[src/rtl/sram_mem_ctrl.sv]
// sram_mem_ctrl
// Memory-stage responder that splits each 32-bit data-memory access into two
// sequential 16-bit accesses on an external asynchronous SRAM. The pipeline
// is frozen with `stall` while an access is in flight.
//
// Optional feature macro: SRAM_CTRL_POSTED_WRITE_EN
//   When defined, a write seen in IDLE completes towards the pipeline at once
//   (stall=0, ready=1 in that cycle) and the SRAM write runs in the
//   background. The FSM then goes LOW -> HIGH -> IDLE without a DONE cycle.
//
// Parameters:
//   WAIT_CYCLES  extra SRAM cycles per half access (0..7)
//   BASE_ADDR    byte address mapped to SRAM half-word 0
//
// Ports:
//   clk, rst_n     clock, asynchronous active-low reset
//   mem_read_en    read request (level, held while stall=1)
//   mem_write_en   write request (level, held while stall=1)
//   address        byte address, bits [1:0] ignored
//   write_data     store data
//   read_data      loaded word, registered
//   ready          one-cycle completion pulse
//   stall          pipeline freeze (combinational)
//   sram_addr      SRAM half-word address
//   sram_dq_out    write data to pad
//   sram_dq_in     read data from pad
//   sram_dq_oe     pad output enable
//   sram_we_n      SRAM write strobe, active-low
module sram_mem_ctrl #(
    parameter int unsigned WAIT_CYCLES = 1,
    parameter logic [31:0] BASE_ADDR   = 32'd1024
) (
    input  logic        clk,
    input  logic        rst_n,
    input  logic        mem_read_en,
    input  logic        mem_write_en,
    input  logic [31:0] address,
    input  logic [31:0] write_data,
    output logic [31:0] read_data,
    output logic        ready,
    output logic        stall,
    output logic [17:0] sram_addr,
    output logic [15:0] sram_dq_out,
    input  logic [15:0] sram_dq_in,
    output logic        sram_dq_oe,
    output logic        sram_we_n
);

    typedef enum logic [1:0] {
        ST_IDLE = 2'd0,
        ST_LOW  = 2'd1,
        ST_HIGH = 2'd2,
        ST_DONE = 2'd3
    } state_t;

    localparam logic [2:0] LAST_CNT = 3'(WAIT_CYCLES);

    state_t      state_r;
    state_t      state_nxt_s;
    logic [2:0]  cnt_r;
    logic [2:0]  cnt_nxt_s;
    logic [16:0] word_r;
    logic [31:0] wdata_r;
    logic        is_write_r;
    logic        ready_r;

    logic        req_s;
    logic        last_s;
    logic [31:0] offset_s;
    logic        unused_offset_bits_s;

    logic        acc_write_s;
    logic [16:0] acc_word_s;
    logic [31:0] acc_data_s;
    logic        half_s;

    logic [17:0] addr_nxt_s;
    logic [15:0] dq_out_nxt_s;
    logic        oe_nxt_s;
    logic        we_n_nxt_s;

    assign req_s    = mem_read_en | mem_write_en;
    assign last_s   = (cnt_r == LAST_CNT);
    assign offset_s = address - BASE_ADDR;
    // Only offset bits [18:2] form the SRAM word address.
    assign unused_offset_bits_s = ^{offset_s[31:19], offset_s[1:0]};

    // In IDLE the access about to start comes straight from the request
    // inputs; afterwards it comes from the values captured at the IDLE edge.
    assign acc_write_s = (state_r == ST_IDLE) ? mem_write_en : is_write_r;
    assign acc_word_s  = (state_r == ST_IDLE) ? offset_s[18:2] : word_r;
    assign acc_data_s  = (state_r == ST_IDLE) ? write_data : wdata_r;

    // Next-state and phase-counter logic.
    always_comb begin
        state_nxt_s = state_r;
        cnt_nxt_s   = cnt_r;
        case (state_r)
            ST_IDLE: begin
                cnt_nxt_s = 3'd0;
                if (req_s) begin
                    state_nxt_s = ST_LOW;
                end else begin
                    state_nxt_s = ST_IDLE;
                end
            end
            ST_LOW: begin
                if (last_s) begin
                    state_nxt_s = ST_HIGH;
                    cnt_nxt_s   = 3'd0;
                end else begin
                    cnt_nxt_s = cnt_r + 3'd1;
                end
            end
            ST_HIGH: begin
                if (last_s) begin
`ifdef SRAM_CTRL_POSTED_WRITE_EN
                    // Posted writes were already acknowledged in IDLE.
                    if (is_write_r) begin
                        state_nxt_s = ST_IDLE;
                    end else begin
                        state_nxt_s = ST_DONE;
                    end
`else
                    state_nxt_s = ST_DONE;
`endif
                    cnt_nxt_s = 3'd0;
                end else begin
                    cnt_nxt_s = cnt_r + 3'd1;
                end
            end
            ST_DONE: begin
                state_nxt_s = ST_IDLE;
                cnt_nxt_s   = 3'd0;
            end
            default: begin
                state_nxt_s = ST_IDLE;
                cnt_nxt_s   = 3'd0;
            end
        endcase
    end

    // Pad values for the coming cycle, so the pins leave flops directly.
    always_comb begin
        addr_nxt_s   = sram_addr;
        dq_out_nxt_s = sram_dq_out;
        oe_nxt_s     = 1'b0;
        we_n_nxt_s   = 1'b1;
        half_s       = (state_nxt_s == ST_HIGH);
        if ((state_nxt_s == ST_LOW) || (state_nxt_s == ST_HIGH)) begin
            addr_nxt_s = {acc_word_s, half_s};
            if (acc_write_s) begin
                oe_nxt_s     = 1'b1;
                dq_out_nxt_s = half_s ? acc_data_s[31:16] : acc_data_s[15:0];
                // The final cycle of a multi-cycle phase is a hold with we_n
                // high; a single-cycle phase strobes for its only cycle.
                if ((LAST_CNT != 3'd0) && (cnt_nxt_s == LAST_CNT)) begin
                    we_n_nxt_s = 1'b1;
                end else begin
                    we_n_nxt_s = 1'b0;
                end
            end else begin
                oe_nxt_s   = 1'b0;
                we_n_nxt_s = 1'b1;
            end
        end else begin
            oe_nxt_s   = 1'b0;
            we_n_nxt_s = 1'b1;
        end
    end

    // State, counter and registered pad outputs.
    always_ff @(posedge clk or negedge rst_n) begin
        if (!rst_n) begin
            state_r     <= ST_IDLE;
            cnt_r       <= 3'd0;
            ready_r     <= 1'b0;
            sram_addr   <= 18'd0;
            sram_dq_out <= 16'd0;
            sram_dq_oe  <= 1'b0;
            sram_we_n   <= 1'b1;
        end else begin
            state_r     <= state_nxt_s;
            cnt_r       <= cnt_nxt_s;
            ready_r     <= (state_nxt_s == ST_DONE);
            sram_addr   <= addr_nxt_s;
            sram_dq_out <= dq_out_nxt_s;
            sram_dq_oe  <= oe_nxt_s;
            sram_we_n   <= we_n_nxt_s;
        end
    end

    // Capture of the access when it leaves IDLE; a write wins over a read.
    always_ff @(posedge clk or negedge rst_n) begin
        if (!rst_n) begin
            word_r     <= 17'd0;
            wdata_r    <= 32'd0;
            is_write_r <= 1'b0;
        end else if ((state_r == ST_IDLE) && req_s) begin
            word_r     <= offset_s[18:2];
            wdata_r    <= write_data;
            is_write_r <= mem_write_en;
        end else begin
            word_r     <= word_r;
            wdata_r    <= wdata_r;
            is_write_r <= is_write_r;
        end
    end

    // Read data is sampled from the pad on the last cycle of each read phase.
    always_ff @(posedge clk or negedge rst_n) begin
        if (!rst_n) begin
            read_data <= 32'd0;
        end else if ((state_r == ST_LOW) && last_s && !is_write_r) begin
            read_data[15:0] <= sram_dq_in;
        end else if ((state_r == ST_HIGH) && last_s && !is_write_r) begin
            read_data[31:16] <= sram_dq_in;
        end else begin
            read_data <= read_data;
        end
    end

`ifdef SRAM_CTRL_POSTED_WRITE_EN
    // Writes accepted in IDLE are acknowledged in the same cycle.
    assign ready = ready_r | ((state_r == ST_IDLE) & mem_write_en);
    assign stall = req_s & (state_r != ST_DONE) & ~((state_r == ST_IDLE) & mem_write_en);
`else
    assign ready = ready_r;
    assign stall = req_s & (state_r != ST_DONE);
`endif

endmodule

[config.mk]
export PLATFORM = sky130hd
export DESIGN_NAME = sram_mem_ctrl
export DESIGN_NICKNAME = d
export VERILOG_FILES = /design/src/rtl/sram_mem_ctrl.sv
export SDC_FILE = /design/constraint.sdc
export NUM_CORES = 1
export LEC_CHECK = 0
export ABC_AREA = 1
export CAP_MARGIN = 15
export CORE_ASPECT_RATIO = 0.9
export CORE_UTILIZATION = 48
export CTS_CLUSTER_SIZE = 14
export DETAILED_ROUTE_END_ITERATION = 12
export PLACE_DENSITY = 0.9
export SETUP_SLACK_MARGIN = 0.4
export SLEW_MARGIN = 20
export SYNTH_ARGS = -nofsm -noshare
export SYNTH_HDL_FRONTEND = slang
export SYNTH_SLANG_ARGS = --single-unit
[constraint.sdc]
create_clock -name clk -period 2.66 [get_ports clk]
set_clock_uncertainty 0.1 [all_clocks]
set_input_delay 0.798 -clock clk [delete_from_list [all_inputs] [get_ports clk]]
set_output_delay 0.798 -clock clk [all_outputs]
set_load 0.02 [all_outputs]
== Yosys cells after proc, flatten, opt, wreduce, memory -nomap -nowiden ==
Cells that the tools add are included.
Word-level totals
  register bits: 124
  input port bits: 84
  output and inout bits: 70
  word-level logic and storage cells: 53
Operators by class
  add/subtract/negate cells: 2
  eq/ne operators: 9
  muxes and demuxes: 15
  bitwise logic cells: 3
  reduce and logical (&&, ||, !) cells: 12
Operator list (number)
  $mux 32: 1
  $sub 19x11->19 const B: 1
  $mux 17: 1
  $mux 16: 1
  $eq 2x2->1 const B: 4
  $pmux 2 s4: 1
  $mux 1: 7
  $eq 3x1->1 const B: 2
  $pmux 3 s2: 1
  $logic_and 1x1->1: 5
  $eq 2x1->1 const B: 2
  $mux 2: 2
  $reduce_and 2->1: 2
  $reduce_or 2->1: 2
  $add 3x1->3 const B: 1
  $mux 3: 1
  $logic_not 2->1: 1
  $ne 2x2->1 const B: 1
  $and 1x1->1: 1
  $logic_not 1->1: 1
  $logic_or 1x1->1: 1
  $not 1->1: 1
  $or 1x1->1: 1

== Longest topological paths before layout ==
Gate-level depths: netlist of the first run.
  depth after elaboration: 7
  depth in mapped cells: 13
  gate-level depth less buffers: 11

== Worst setup path after synthesis of the first run ==
No wires, ideal clock.
  path type: register to register
  start point: reg state_r[0]
  end point: reg sram_addr[14]
  setup time: 0.116 ns
  arrival: 2.127 ns
  required time: 2.444 ns
  setup slack: 0.316 ns
  stages on the path, launching flop included: 14
  path buffers: 3
  clock period less this slack: 2.344 ns
  path through: dfrtp_1 inv_1 ha_1 buf_4 buf_2 a21oi_1 a21oi_1 inv_1 ha_1 inv_2 clkbuf_1 nor2_1 nand2_1 nand2_1
Between the ends
  cells in the longest elaborated chain, start to end: 4
  elaborated cells between the ends (all ways): 11
  classes of those cells: eq/ne: 5; mux: 4; reduce/logical: 2
Ends and longest elaborated chain
  from (decl): RTL line 58  | state_t state_r;
  from (signal assigned): RTL line 183  | state_r <= state_nxt_s;
  $eq 2x2->1 (tied with other cells): RTL line 98  | case (state_r)
  $pmux 2 s4 (*): RTL line 98
  via state_nxt_s[0]: RTL line 59  | state_t state_nxt_s;
  $eq 2x1->1 or $eq 2x2->1 (tied branches): RTL line 150  | if ((state_nxt_s == ST_LOW) || (state_nxt_s == ST_HIGH)) begin
  $logic_or 1x1->1 (*): RTL line 150
  to (signal assigned): RTL line 186  | sram_addr <= addr_nxt_s;
  to (decl): RTL line 42  | output logic [17:0] sram_addr,
The timed path passes the listed nets; every way through them passes the cells marked *.
A chain may end at the register's enable or synchronous reset.

== Final worst setup path of the first run ==
  start point: reg state_r[1]
  end point: reg sram_dq_out[7]
Between the ends
  cells in the longest elaborated chain, start to end: 5
  elaborated cells between the ends (all ways): 14
  classes of those cells: eq/ne: 5; mux: 6; reduce/logical: 3
Ends and longest elaborated chain
  $eq 2x2->1 (tied with other cells): RTL line 98
  $pmux 2 s4 (*): RTL line 98
  via state_nxt_s[1]: RTL line 59
  $eq 2x1->1 or $eq 2x2->1 (tied branches): RTL line 150, 149
  $logic_or 1x1->1: RTL line 150
  $reduce_and 2->1 (no line)
  to (signal assigned): RTL line 187  | sram_dq_out <= dq_out_nxt_s;
  to (decl): RTL line 43  | output logic [15:0] sram_dq_out,
Marked as above.

==> results of run 1 <==
path summary, 6_finish.rpt:
path,slack (ns),startpoint,end,cells after the start
max,0.32,state_r[1],sram_dq_out[7],12
min,0.29,rst_n,cnt_r[2],1
max reg2reg,0.32,state_r[1],sram_dq_out[7],12
min reg2reg,0.37,sram_addr[0],sram_addr[0],2
max in group asynchronous,1.52,rst_n,sram_dq_out[14],2
min in group clk,0.37,sram_addr[0],sram_addr[0],2
synth_stat cells (all sizes together):
cell type / n
xnor2: 1
nand2: 170
o21a: 1
a21oi: 28
inv: 71
o21ai: 112
o211ai: 16
ha: 8
xor2: 2
nand3: 9
buf: 21
clkbuf: 16
a31oi: 17
dfrtp: 123
nor3: 2
dfstp: 1
o21bai: 2
nor2: 41
through the flow:
step                hold slack [ns]  util (%)
global route                 0.3128     73.18
global placement             0.3499     64.54
finish                       0.2853     73.18
floorplan                    0.3366         -
detailed placement           0.3614     64.54
CTS                          0.2942     69.31
state kept, by name, indices dropped and copies added (netlist names):
name         cells
is_write_r       1
sram_dq_out     16
ready            1
sram_we_n        1
read_data       32
cnt_r            3
word_r          17
sram_dq_oe       1
state_r          2
wdata_r         32
sram_addr       18
layer usage:
layer / up-vias / GRT usage (%) / part of all wire, %
met2: 281 / 43.90 / 50
li1: 2384 / - / -
met4: 0 / 11.87 / 3.8
met5: - / 0 / 0
met3: 58 / 6.729 / 8.3
met1: 2469 / 31.53 / 37
logic make-up after synthesis:
logic type / after synthesis
AO/OA/AOI/OAI: 176
XOR/XNOR: 3
adder cells (fa/ha/maj): 8
buffers and inverters: 108
flip-flops: 124
AND/OR/NAND/NOR: 222
cell type report:
type	count	share of cell area, %
Clock buffer	24	5.989
Clock inverter	7	1.400
Inverter	71	3.438
Multi-Input combinational cell	409	26.07
Sequential cell	124	38.61
Tap cell	152	2.365
Timing Repair Buffer	174	22.12
report_power, final:
part           switching, mW  total, mW  internal (mW)  leakage [nW]
clock                  0.794       2.33           1.54         0.290
sequential             0.484       3.32           2.84          1.47
combinational           3.67       6.24           2.57          2.11
timing repair:
| action | in CTS | in global routing |
|---|---|---|
| setup buffers | 2 | 12 |
| endpoints found under the setup margin | 128 | 41 |
| gates cloned | 0 | 6 |
| pin swaps | 0 | 9 |
| resized for setup | 71 | 48 |
cell usage in the layout (no fill, tap or decap), types with 9 or more instances in the layout:
master | Yosys | routed
o211ai_1 | 16 | 16
a31oi_1 | 17 | 17
nand2_1 | 169 | 165
inv_1 | 68 | 64
a21oi_1 | 27 | 23
clkdlybuf4s50_1 | 0 | 66
buf_4 | 2 | 17
nor2_1 | 40 | 35
clkbuf_16 | 0 | 21
dlygate4sd2_1 | 0 | 64
buf_12 | 0 | 9
o21ai_0 | 112 | 112
dfrtp_1 | 123 | 122
==> impl_metrics.tcl, run 1 <==
set metrics [dict create \
    ys_types 26 \
    viasPerCell 5.403 \
    synth_top_family_by_area "compound AO/OA/AOI/OAI gates" \
    finalSetupViolCount 0 \
    muxShareOfSynthArea_pct 0 \
    antenna_found_initial 0 \
    grt_setup_unrepaired "yes" \
    clock.fmax_mhz 428.0 \
    drc 0 \
    maxSlewViolCount 0 \
    syn_nets 733 \
    postLayoutCellArea_um2 8043 \
    cts.clk_slew.worst_paths_ns 0.05 \
    synth_top_area_share_pct 56.01 \
    slowest_stage "dfrtp_1" \
    layout.cells.non_filler 961 \
    worstSetupStartpointType "register" \
    grt_pass1_wl_um 24120 \
    core_area_um2 10990 \
    syn_to_final_growth_pct 46.36 \
    die_height_um 103.5 \
    regArea_um2 3105 \
    place_congestion 0.8088 \
    ir_drop_mv 0.8572 \
    crit_path_frequent_cell "a21oi_4" \
    p_total_mw 11.90 \
    dp.cells 910 \
    die_width_um 114.8 \
    cts.sinks 124 \
    rows 36 \
    drtIter0Drc 473 \
    p_leak_nw 3.862 \
    crit_chain "buf_6 > buf_6 > ha_4 > a21oi_4 > a21oi_4 > ha_4 > inv_4 > a21oi_4 > buf_12 > clkbuf_16 > nor2_1 > a31oi_1" \
    wl_per_cell_um 17.04 \
    dieArea_um2 11880 \
    crit_buf_inv 5 \
    via_count 5192 \
    synthXorXnorAreaFrac_pct 0.4781 \
    ios 154 \
    diodes 0 \
    path_delay_family "buffers and inverters" \
    worst_pin_slew_ns 0.5662 \
    hpwlAfterDp_um 9585 \
    fillerInstances 785 \
    finalCritPeriodShare_pct 87.83 \
    arrival_ns 2.57 \
    hold_viol 0 \
    ctsHoldBuffers 0 \
    synth-simple-area-share_pct 15.60 \
    yosys_warnings 0 \
    root_buffer "clkbuf_16" \
    ys_seq_elements 124 \
    netlist_top_cells_area "dfrtp_1, nand2_1, o21ai_0" \
    drt_wl_total_um 16380 \
    multi_input_area_um2 2097 \
    status "complete, no violations" \
    syn_area_per_cell_um2 8.573 \
    relSlewSlack_pct 62.25 \
    cts_tree "done" \
    synth_compound_area_share_pct 17.49 \
    clock_latency_ns 0.40 \
    place_area_um2 7093 \
    grt_pass1_vias 5074 \
    required_ns 2.89 \
    synth-adder-area-share_pct 1.821 \
    critPathMaxStageDelay_ns 0.43 \
    end_kind "register" \
    nets 889 \
    syn_area_um2 5495 \
    drt-pass1-iter-count 6 \
    worstPathMaxFanout 8 \
    synth_cells 641 \
    grt_remaining_overflow 0 \
    drive_gt1_share_pct 12.36 \
    start_util_pct 50.00 \
    cts_buffer_depth 2 \
    fin_setup_tns_ns 0 \
    yosysSeqAreaShare_pct 56.49 \
    cts_max_level 4 \
    post-route-min-period_ns 2.336 \
    worstSetupPathType "register to register" \
    ant_nets 0 \
    timing.final.ws_setup_ns 0.3238 \
    numCtsBuffers 17 \
    portBuffers 138 \
    grt_max_degree 54 \
    drv_cap 0 \
    power_density_nw_per_um2 1479 \
    synth_top_area_cell "dfrtp_1" \
    grtUsageTotal_pct 26.18 \
    pre_cts_ws_ns -0.3096 \
    hp-class "primary input to asynchronous set/reset pin" \
]
(Power assumes the default switching activity.)
==> inputs of run 2 (changes only) <==
- ABC_AREA: 1 -> default
- CORE_MARGIN: default -> 5
==> impl_metrics.tcl, run 2 <==
set metrics [dict create \
    antenna_found_initial 0 \
    layout.cells.most_common_list "nand2_1, dfrtp_1, dlygate4sd2_1" \
    post-route-min-period_ns 2.388 \
    rows 37 \
    diodes 0 \
    via_count 4380 \
    clkPwrFrac_pct 21.1 \
    power_density_nw_per_um2 1433 \
    wl_per_cell_um 17.97 \
    top_regs "read_data x32, wdata_r x32, sram_addr x18" \
    required_ns 2.86 \
    power_frac_seq_pct 29.0 \
    drt_wl_total_um 14840 \
    dieArea_um2 13730 \
    clock.fmax_mhz 418.7 \
    syn_area_per_cell_um2 11.48 \
    cts_buffer_depth 2 \
    syn_area_um2 5513 \
    place_area_um2 7316 \
    async_flop_share_pct 100.0 \
    nets 749 \
    grt_pass1_wl_um 23690 \
    grtUsageTotal_pct 22.32 \
    clock_latency_ns 0.41 \
    drc 0 \
    grt_max_degree 46 \
    worstSetupPathType "register to register" \
    worstPathMaxFanout 5 \
    ys_types 43 \
    relSlewSlack_pct 51.91 \
    final_common_cell "nand2_1" \
    worstSetupStartpointType "register" \
    drv_cap 0 \
    root_buffer "clkbuf_16" \
    grt_remaining_overflow 0 \
    dp.cells 785 \
    combPwrFrac_pct 49.9 \
    cts_tree "done" \
    regArea_um2 3107 \
    numCtsBuffers 17 \
    p_leak_nw 3.804 \
    synth_cells 480 \
    ios 154 \
    cts.sinks 124 \
    ys.flop_type "dfrtp_1" \
    grt_pass1_vias 4694 \
    start_util_pct 48.60 \
    core_area_um2 11340 \
    syn_to_final_growth_pct 47.93 \
    ys_seq_elements 124 \
    ir_drop_mv 0.8275 \
    drtIter0Drc 382 \
    multi_input_area_um2 2411 \
    internal-power_mw 7.248 \
    fillerInstances 755 \
    finalSetupViolCount 0 \
    worst_r2r_path_depth 8 \
    viasPerCell 5.303 \
    grt_setup_unrepaired "yes" \
    netlist_top_cells_area "dfrtp_1, nand2_1, mux2_2" \
    p_switching_mw 4.437 \
    die_width_um 123.0 \
    synth_edf_count 0 \
    syn_nets 572 \
    cts.clk_slew.worst_paths_ns 0.06 \
    place_congestion 0.8202 \
    hold_viol 0 \
    status "complete, no violations" \
    yosysSeqAreaShare_pct 56.31 \
    end_kind "register" \
    ctsHoldBuffers 0 \
    cts_max_level 4 \
    maxSlewViolCount 0 \
    hp-class "primary input to asynchronous set/reset pin" \
    synth_top_area_cell "dfrtp_1" \
    yosys_warnings 0 \
    hpwlAfterDp_um 9876 \
    die_height_um 111.7 \
    worst_pin_slew_ns 0.7196 \
    drive_gt1_share_pct 25.37 \
    synth_top_area_share_pct 55.83 \
    ant_nets 0 \
    drt-pass1-iter-count 6 \
    synth_common_cells "nand2_1, dfrtp_1, mux2_2, nor2_1, mux4_2" \
    portBuffers 138 \
    yosysMostFrequentCell "nand2_1" \
    arrival_ns 2.59 \
    p_sw_share_pct 37.97 \
    finalCritPeriodShare_pct 89.78 \
    postLayoutCellArea_um2 8155 \
    layout.cells.non_filler 826 \
]
[run 2: routing by layer]
metal	vias up	part of all wire [%]	GRT usage, %
li1	2015	-	-
met1	2158	39	26.98
met2	172	52	38.03
met3	35	6.8	6.348
met4	0	2.1	7.836
met5	-	0	0
[run 2: layout make-up]
| class | count | area share (%) |
|---|---|---|
| Clock buffer | 19 | 5.554 |
| Clock inverter | 13 | 2.301 |
| Inverter | 11 | 0.5063 |
| Multi-Input combinational cell | 319 | 29.56 |
| Sequential cell | 124 | 38.09 |
| Tap cell | 156 | 2.393 |
| Timing Repair Buffer | 184 | 21.59 |
[run 2: cells by family (layout without fill, tap and decap cells)]
kind of cell	count (synthesis)	in the layout	share of synthesized area, %
AO/OA/AOI/OAI	42	42	4.699
multiplexers	77	77	18.77
XOR/XNOR	4	4	0.6354
adder cells (fa/ha/maj)	8	8	1.816
AND/OR/NAND/NOR	188	188	14.75
flip-flops	124	124	56.31
buffers and inverters	37	227	3.018
[run 2: critical path, stage by stage (launching register included)]
cell and delay [ns]:
dfrtp_2 0.47, inv_2 0.13, ha_2 0.23, a21oi_4 0.06
o31a_1 0.34, ha_4 0.22, buf_12 0.15, mux4_2 0.30
mux2_2 0.27
[run 2: power groups by stage]
stage | registers [mW] | logic (mW) | clock network, mW
4_1_cts | 3.37 | 5.56 | 2.50
2_1_floorplan | 3.94 | 2.98 | 0
3_3_place_gp | 3.33 | 5.40 | 0
6_report | 3.39 | 5.83 | 2.46
5_1_grt | 3.51 | 6.30 | 2.61
3_5_place_dp | 3.40 | 5.62 | 0
[run 2: metrics by stage]
| stage | utilization, % | TNS (ns) | hold slack (ns) | total power [mW] | worst slack [ns] |
|---|---|---|---|---|---|
| floorplan | - | 0 | 0.3396 | 6.922 | 0.1413 |
| global placement | 64.50 | -8.379 | 0.3514 | 8.731 | -0.3028 |
| detailed placement | 64.50 | -9.259 | 0.3607 | 9.022 | -0.3364 |
| CTS | 70.79 | 0 | 0.2404 | 11.43 | 0.3273 |
| global route | 71.90 | 0 | 0.2554 | 12.42 | 0.2243 |
| finish | 71.90 | 0 | 0.2413 | 11.68 | 0.2718 |
[run 2: path summary, 6_finish.rpt]
kind	startpoint	slack (ns)	endpoint
setup / recovery	state_r[0]	0.27	sram_dq_out[4]
hold / removal	rst_n	0.24	read_data[21]
setup reg to reg	state_r[0]	0.27	sram_dq_out[4]
hold reg to reg	word_r[5]	0.38	word_r[5]
max in group asynchronous	rst_n	1.58	read_data[0]
min in group clk	word_r[5]	0.38	word_r[5]
[run 2: repair_timing]
item / 4_1_cts / 5_1_grt
buffers inserted: 4 / 2
endpoints found under the setup margin: 107 / 34
cloned: 2 / 1
resized for setup: 93 / 30
pin swaps: 6 / 4
